**src/rtl/regfile_pkg.sv**
```systemverilog
// Shared types and default sizes for the 2-read/1-write register file and its clear engine.
package regfile_pkg;

  typedef enum logic {
    IDLE  = 1'b0,
    CLEAR = 1'b1
  } clr_state_t;

  localparam int DEF_WIDTH = 16;
  localparam int DEF_NREGS = 8;

endpackage

```
**src/rtl/regfile_clear_seq.sv**
```systemverilog
// Clear engine: walks a pointer over every register index, one per cycle, while busy is high.
module regfile_clear_seq
  import regfile_pkg::*;
#(
  parameter int NREGS = DEF_NREGS,
  parameter int AW    = $clog2(NREGS)
) (
  input  logic          clk,
  input  logic          rst_n,
  input  logic          clear,
  output logic          busy,
  output logic [AW-1:0] clear_idx,
  output clr_state_t    state
);

  localparam logic [AW-1:0] LAST = AW'(NREGS - 1);

  logic [AW-1:0] ptr;

  // Handshake: clear is sampled only in IDLE; while busy=1 the engine owns the
  // write port, external writes are dropped and further clear requests ignored.
  always_ff @(posedge clk or negedge rst_n) begin
    if (!rst_n) begin
      state <= IDLE;
      ptr   <= '0;
      busy  <= 1'b0;
    end else begin
      case (state)
        IDLE: begin
          if (clear) begin
            state <= CLEAR;
            ptr   <= '0;
            busy  <= 1'b1;
          end
        end
        CLEAR: begin
          if (ptr == LAST) begin
            state <= IDLE;
            ptr   <= '0;
            busy  <= 1'b0;
          end else begin
            ptr <= ptr + 1'b1;
          end
        end
        default: begin
          state <= IDLE;
          ptr   <= '0;
          busy  <= 1'b0;
        end
      endcase
    end
  end

  assign clear_idx = ptr;

endmodule

```
**src/rtl/regfile_2r1w.sv**
```systemverilog
// Parametrised register file: two combinational read ports, one synchronous write port,
// optional same-cycle bypass, optional hardwired-zero R0 and a sequenced clear engine.
module regfile_2r1w
  import regfile_pkg::*;
#(
  parameter int WIDTH   = DEF_WIDTH,
  parameter int NREGS   = DEF_NREGS,
  parameter int AW      = $clog2(NREGS),
  parameter int BYPASS  = 1,
  parameter int ZERO_R0 = 0
) (
  input  logic             clk,
  input  logic             rst_n,
  input  logic [WIDTH-1:0] data_in,
  input  logic [AW-1:0]    writenum,
  input  logic             write,
  input  logic [AW-1:0]    readnum_a,
  input  logic [AW-1:0]    readnum_b,
  output logic [WIDTH-1:0] data_out_a,
  output logic [WIDTH-1:0] data_out_b,
  input  logic             clear,
  output logic             busy
);

  logic [WIDTH-1:0] regs [NREGS];
  logic [AW-1:0]    clear_idx;
  clr_state_t       clr_state;
  logic             engine_we;
  logic             ext_we;

  regfile_clear_seq #(
    .NREGS (NREGS),
    .AW    (AW)
  ) u_clear_seq (
    .clk       (clk),
    .rst_n     (rst_n),
    .clear     (clear),
    .busy      (busy),
    .clear_idx (clear_idx),
    .state     (clr_state)
  );

  assign engine_we = (clr_state == CLEAR);
  // The engine has priority; writes to a hardwired-zero R0 are simply discarded.
  assign ext_we    = write && !engine_we && !(ZERO_R0 != 0 && writenum == '0);

  always_ff @(posedge clk or negedge rst_n) begin
    if (!rst_n) begin
      for (int i = 0; i < NREGS; i++) regs[i] <= '0;
    end else if (engine_we) begin
      regs[clear_idx] <= '0;
    end else if (ext_we) begin
      regs[writenum] <= data_in;
    end
  end

  always_comb begin
    data_out_a = regs[readnum_a];
    if (BYPASS != 0 && !engine_we && write && writenum == readnum_a) data_out_a = data_in;
    if (ZERO_R0 != 0 && readnum_a == '0) data_out_a = '0;
  end

  always_comb begin
    data_out_b = regs[readnum_b];
    if (BYPASS != 0 && !engine_we && write && writenum == readnum_b) data_out_b = data_in;
    if (ZERO_R0 != 0 && readnum_b == '0) data_out_b = '0;
  end

endmodule
```
**config.mk**
```make
export PLATFORM = sky130hd
export DESIGN_NAME = regfile_2r1w
export DESIGN_NICKNAME = d
export VERILOG_FILES = /design/src/rtl/regfile_pkg.sv /design/src/rtl/regfile_clear_seq.sv /design/src/rtl/regfile_2r1w.sv
export SDC_FILE = /design/constraint.sdc
export NUM_CORES = 1
export LEC_CHECK = 0
export BUFFER_PORTS_ARGS = -buffer_cell sky130_fd_sc_hd__buf_2
export CAP_MARGIN = 20
export CORE_ASPECT_RATIO = 2
export CORE_MARGIN = 2
export CORE_UTILIZATION = 25
export DETAILED_ROUTE_END_ITERATION = 7
export PLACE_DENSITY = 0.36
export SKIP_CTS_REPAIR_TIMING = 1
export SYNTH_ARGS = -nofsm -noshare
export SYNTH_HDL_FRONTEND = slang
export SYNTH_SLANG_ARGS = --single-unit
export TNS_END_PERCENT = 50
```
**constraint.sdc**
```tcl
create_clock -name clk -period 6.7 [get_ports clk]
set_input_delay 1.34 -clock clk [delete_from_list [all_inputs] [get_ports clk]]
set_output_delay 1.34 -clock clk [all_outputs]
set_load 0.02 [all_outputs]
```
* After elaboration in Yosys (flattened, before gate mapping) *
Index checks and enable logic that the tools add are counted.

storage, ports and cells
  bits in registers = 133
  word-level logic and storage cells = 62

cells by class
  add/sub/neg operators = 1
  $lt $le $gt $ge = 6
  bitwise operators = 7
  equal/unequal tests = 5
  reductions and logical operators = 8
  multiplexer cells = 24

operator list
  kind                                                                  count
  128-bit two-way mux                                                   2
  128-bit AND                                                           1
  128-bit bitwise mux                                                   1
  16-bit two-way mux                                                    8
  128-bit NOT                                                           1
  16-bit binary-select mux with 3-bit select                            2
  16-bit demux with 3-bit select                                        2
  4-bit greater-or-equal comparator, second input constant              4
  3-bit NOT with 4-bit output                                           4
  4-bit by 1-bit < comparator with 1-bit output, second input constant  2
  3-bit == test                                                         2
  3-bit two-way mux                                                     2
  3-bit one-hot mux with 2 select lines                                 1
  1-bit logical AND                                                     5
  1-bit two-way mux                                                     4
  2-bit inequality test, second input constant                          2
  1-bit one-hot mux with 2 select lines                                 2
  3-bit by 1-bit adder with 3-bit output, second input constant         1
  3-bit == test, second input constant                                  1
  2-bit AND reduction                                                   1
  2-bit nonzero test                                                    1
  1-bit logical NOT                                                     1
  1-bit NOT                                                             1

* Longest topological paths before layout *
  depth in word-level cells = 8
  depth in mapped cells = 6
  depth with buffers taken out = 4

* Cells and area by module *
Synthesis repeated with hierarchy kept, for this count alone.

second synthesis, totals
  cells, all modules = 505
  area, all modules = 7648.6 µm²

by module, submodules not included
  module             area each (µm²)  instances  seq. area each (µm²)  cells an instance
  regfile_2r1w       7395.8           1          3203.1                485
  regfile_clear_seq  252.7            1          125.1                 20

* Least setup slack after synthesis *
OpenSTA, ideal clock, no wires.

  path kind = input to output
  start point = in readnum_a[1]
  end point = out data_out_a[1]
  stages = 5
  path buffers = 2
  arrival time = 2.779 ns
  setup slack = 2.581 ns
  required time = 5.360 ns
  cell sequence = clkbuf_1 > clkbuf_1 > mux4_1 > mux2_2 > mux2_2

on the way
  longest elaborated chain between the ends = 5
  elaborated cells on any way between the ends = 7
  those cells by class = eq/ne: 1; mux: 4; bitwise: 1; reduce/logical: 1

ends and longest elaborated chain
  item                                                   RTL line            source
  from (decl)                                            regfile_2r1w.sv:17  input logic [AW-1:0] readnum_a,
  3-bit NOT with 4-bit output (not written as such)      regfile_2r1w.sv:58  data_out_a = regs[readnum_a];
  16-bit binary-select mux with 3-bit select             regfile_2r1w.sv:58
  16-bit two-way mux (not written as such) (2 in a row)  regfile_2r1w.sv:58
  16-bit two-way mux (*)                                 regfile_2r1w.sv:59  if (BYPASS != 0 && !engine_we && write && writenum == readnum_a) data_out_a = data_in;
  to (decl)                                              regfile_2r1w.sv:19  output logic [WIDTH-1:0] data_out_a,

Mark *: on every way between the ends. The rest lies on a longest branch, timed or not. The select of a mux whose other input is x is not followed.

* Final worst setup path *
  start point = in readnum_a[0]
  end point = out data_out_a[5]

The elaborated chain is that of the path after synthesis.

==> impl_metrics.yaml <==
critical_path:
  r2r_cells: 4
  cp_slowest_stage_delay_ns: 0.83
  timing.setup.critical_path_class: "input pin to primary output"
  cp_num_buf_inv: 2
  crit_fanout: 33
  endpoint_kind: "primary output"
  cp-start-kind: "input pin"
  cp_cell_sequence: "buf_2 > mux4_1 > mux2_2 > mux2_2 > buf_2"
  worstPathRequired_ns: 5.36
  reg2reg_slack_ns: 4.21
  reg2reg_to: "regs[64]"
  critPathTopFamily: "multiplexers"
  slowest_stage: "buf_2"
  regToRegStartpoint: "u_clear_seq.state"
  arrival_ns: 3.61
grt:
  antenna_found_initial: 0
  track_usage_pct: 16.94
  grt_max_degree: 74
  grt_pass1_vias: 5388
  overflow: 0
  grt_first_pass_wirelength_mm: 38.17
sta:
  fmax_ghz: 0.2022
  fin_crit_sh_pct: 73.81
  hold_viol: 0
  setup-tns-final_ns: 0
  worstMarginPinSlew_ns: 1.191
  maxSlewViolCount: 0
  setup_violations: 0
  relSlewSlack_pct: 20.63
  finalClockSkew_ns: 0.01003
  min_period_ns: 4.945
  rsz0062_at_grt: "no"
pwr:
  totalPowerFinal_w: 0.003148
  powerDensity_mw_per_mm2: 360.5
  leakage_nw: 4.300
  ir_drop_uv: 197.8
cts:
  clockBufferDepth: 2
  clk_latency_ns: 0.43
  cts_tree: "built"
  root_buffer: "clkbuf_16"
  clkTransAtPathRegs_ns: 0.06
  cts-htree-levels: 4
  cts_buffers: 17
  cts.sinks: 133
die:
  die-area_mm2: 0.03180
  ios: 62
  die_x_um: 127.1
  start_util_pct: 25.30
  core_area_mm2: 0.02995
  fp.dieH_um: 250.2
  rows: 90
route:
  first_pass_iters: 4
  drtIter0Drc: 349
  drc_errors: 0
  vias: 5067
  postRouteAntennaNets: 0
  via_per_inst: 5.502
  routedWlPerCell_um: 28.40
  routed_wl_mm: 26.16
yosys:
  netlist_instances: 499
  yosys_warnings: 0
  syn_area_per_cell_um2: 15.18
  synth_edf_count: 0
  synth-seq-area-share_pct: 43.92
  syn-cell-area_mm2: 0.007577
  synthArstFlopShare_pct: 100.0
  ys_types: 33
  synthesis.nets: 530
  synth_seq_cells: 133
  synth_top_flop_cell: "dfrtp_1"
flow_run:
  maxCapViolCount: 0
status:
  outcome: "finished, final reports clean"
placed_design:
  hpwl_mm: 15.44
  place_inst: 889
  gp_congestion: 0.7055
  portBuffers: 61
hold_path:
  holdCritPathClass: "flip-flop to flip-flop"
  hold_end: "regs[123]"
  worstHoldStart: "regs[123]"
  hold_path_depth: 1
finish:
  area.growth.synth_to_final_pct: 15.26
  drive_gt1_share_pct: 33.82
  finalNonFillerCells: 921
  antennaDiodeCount: 0
  multiInputGateArea_mm2: 0.003915
  seq_area_mm2: 0.003328
  fillers: 3058
  final_nets: 571
metrics by stage:
| step | area (µm²) | setup slack, ns | util, % | hold WS [ns] |
|---|---|---|---|---|
| floorplan | 7577 | 2.581 | - | 0.4710 |
| global route | 8733 | 1.652 | 29.16 | 0.5261 |
| finish | 8733 | 1.755 | 29.16 | 0.5097 |
| global placement | 8173 | 1.712 | 27.28 | 0.4888 |
| detailed placement | 8173 | 1.715 | 27.28 | 0.4937 |
| CTS | 8733 | 1.711 | 29.16 | 0.5142 |
worst max-delay path by stage:
stage,start,endpoint,slack (ns),depth (start not counted)
2_1_floorplan,readnum_a[1],data_out_a[1],2.58,5
3_3_place_gp,readnum_a[0],data_out_a[10],1.71,5
3_5_place_dp,readnum_a[0],data_out_a[10],1.71,5
4_1_cts,readnum_a[0],data_out_a[0],1.71,5
5_1_grt,readnum_b[0],data_out_b[3],1.65,7
6_report,readnum_a[0],data_out_a[5],1.75,5
metal layers:
metal,track usage [%],part of all wire (%)
met1,22.07,42
met2,27.42,50
met3,2.926,4.9
met4,7.724,2.9
met5,0,0
report_power, final:
group          internal, W  switching, W  total (W)
registers          0.00102      0.000183    0.00121
clock network     0.000527      0.000374   0.000902
logic             0.000501      0.000540    0.00104
total              0.00205       0.00110    0.00315
worst reg2reg max path: stages, from the launching register on:
cell	delay [ns]
dfrtp_1	0.53
nand3b_1	0.43
nor2_1	0.89
buf_4	0.39
a22o_1	0.19
cell type report:
cell class / count / share of cell area (%)
Clock buffer: 20 / 5.229
Clock inverter: 12 / 1.189
Inverter: 4 / 0.1719
Multi-Input combinational cell: 304 / 44.83
Sequential cell: 133 / 38.11
Tap cell: 368 / 5.272
Timing Repair Buffer: 80 / 5.201
cells by family after synthesis:
logic type               count (synthesis)  synth area share [%]
multiplexers                           129                 32.13
adder cells (fa/ha/maj)                  2                0.3302
buffers and inverters                   62                 4.640
flip-flops                             133                 43.92
XOR/XNOR                                 6                0.6935
AND/OR/NAND/NOR                         27                 1.932
AO/OA/AOI/OAI                          140                 16.35
registers in the layout, summed over array words and instances, names as in the netlist:
register,count
u_clear_seq.clear_idx,3
regs,128
u_clear_seq.state,1
u_clear_seq.busy,1
cells in the mapped netlist (all sizes together) (3+ instances only):
cell type,n,area [µm²]
nor2,9,33.78
a22o,128,1121
buf,43,280.3
clkbuf,15,56.30
nand2,6,22.52
nand2b,3,18.77
mux4,64,1663
dfrtp,133,3328
mux2,64,762.0
o32a,5,62.56
xnor2,6,52.55
inv,4,15.01
cells in the final DEF (no fill, tap or decap), types with 3 or more instances in the layout:
cell type   synthesis  final
a22o_1            128    128
mux4_2              5      5
clkbuf_16           0     17
dfrtp_1           133    133
clkinv_2            0      5
inv_1               4      4
nand2b_1            3      3
buf_2              11     60
mux2_2             53     53
buf_4               4     19
mux2_4             11     11
nor2_1              9      7
o32a_1              4      4
mux4_1             59     59
nand2_1             6      6
clkinvlp_4          0      3
xnor2_1             6      6
Note: power is estimated with default switching activity, not from simulation.
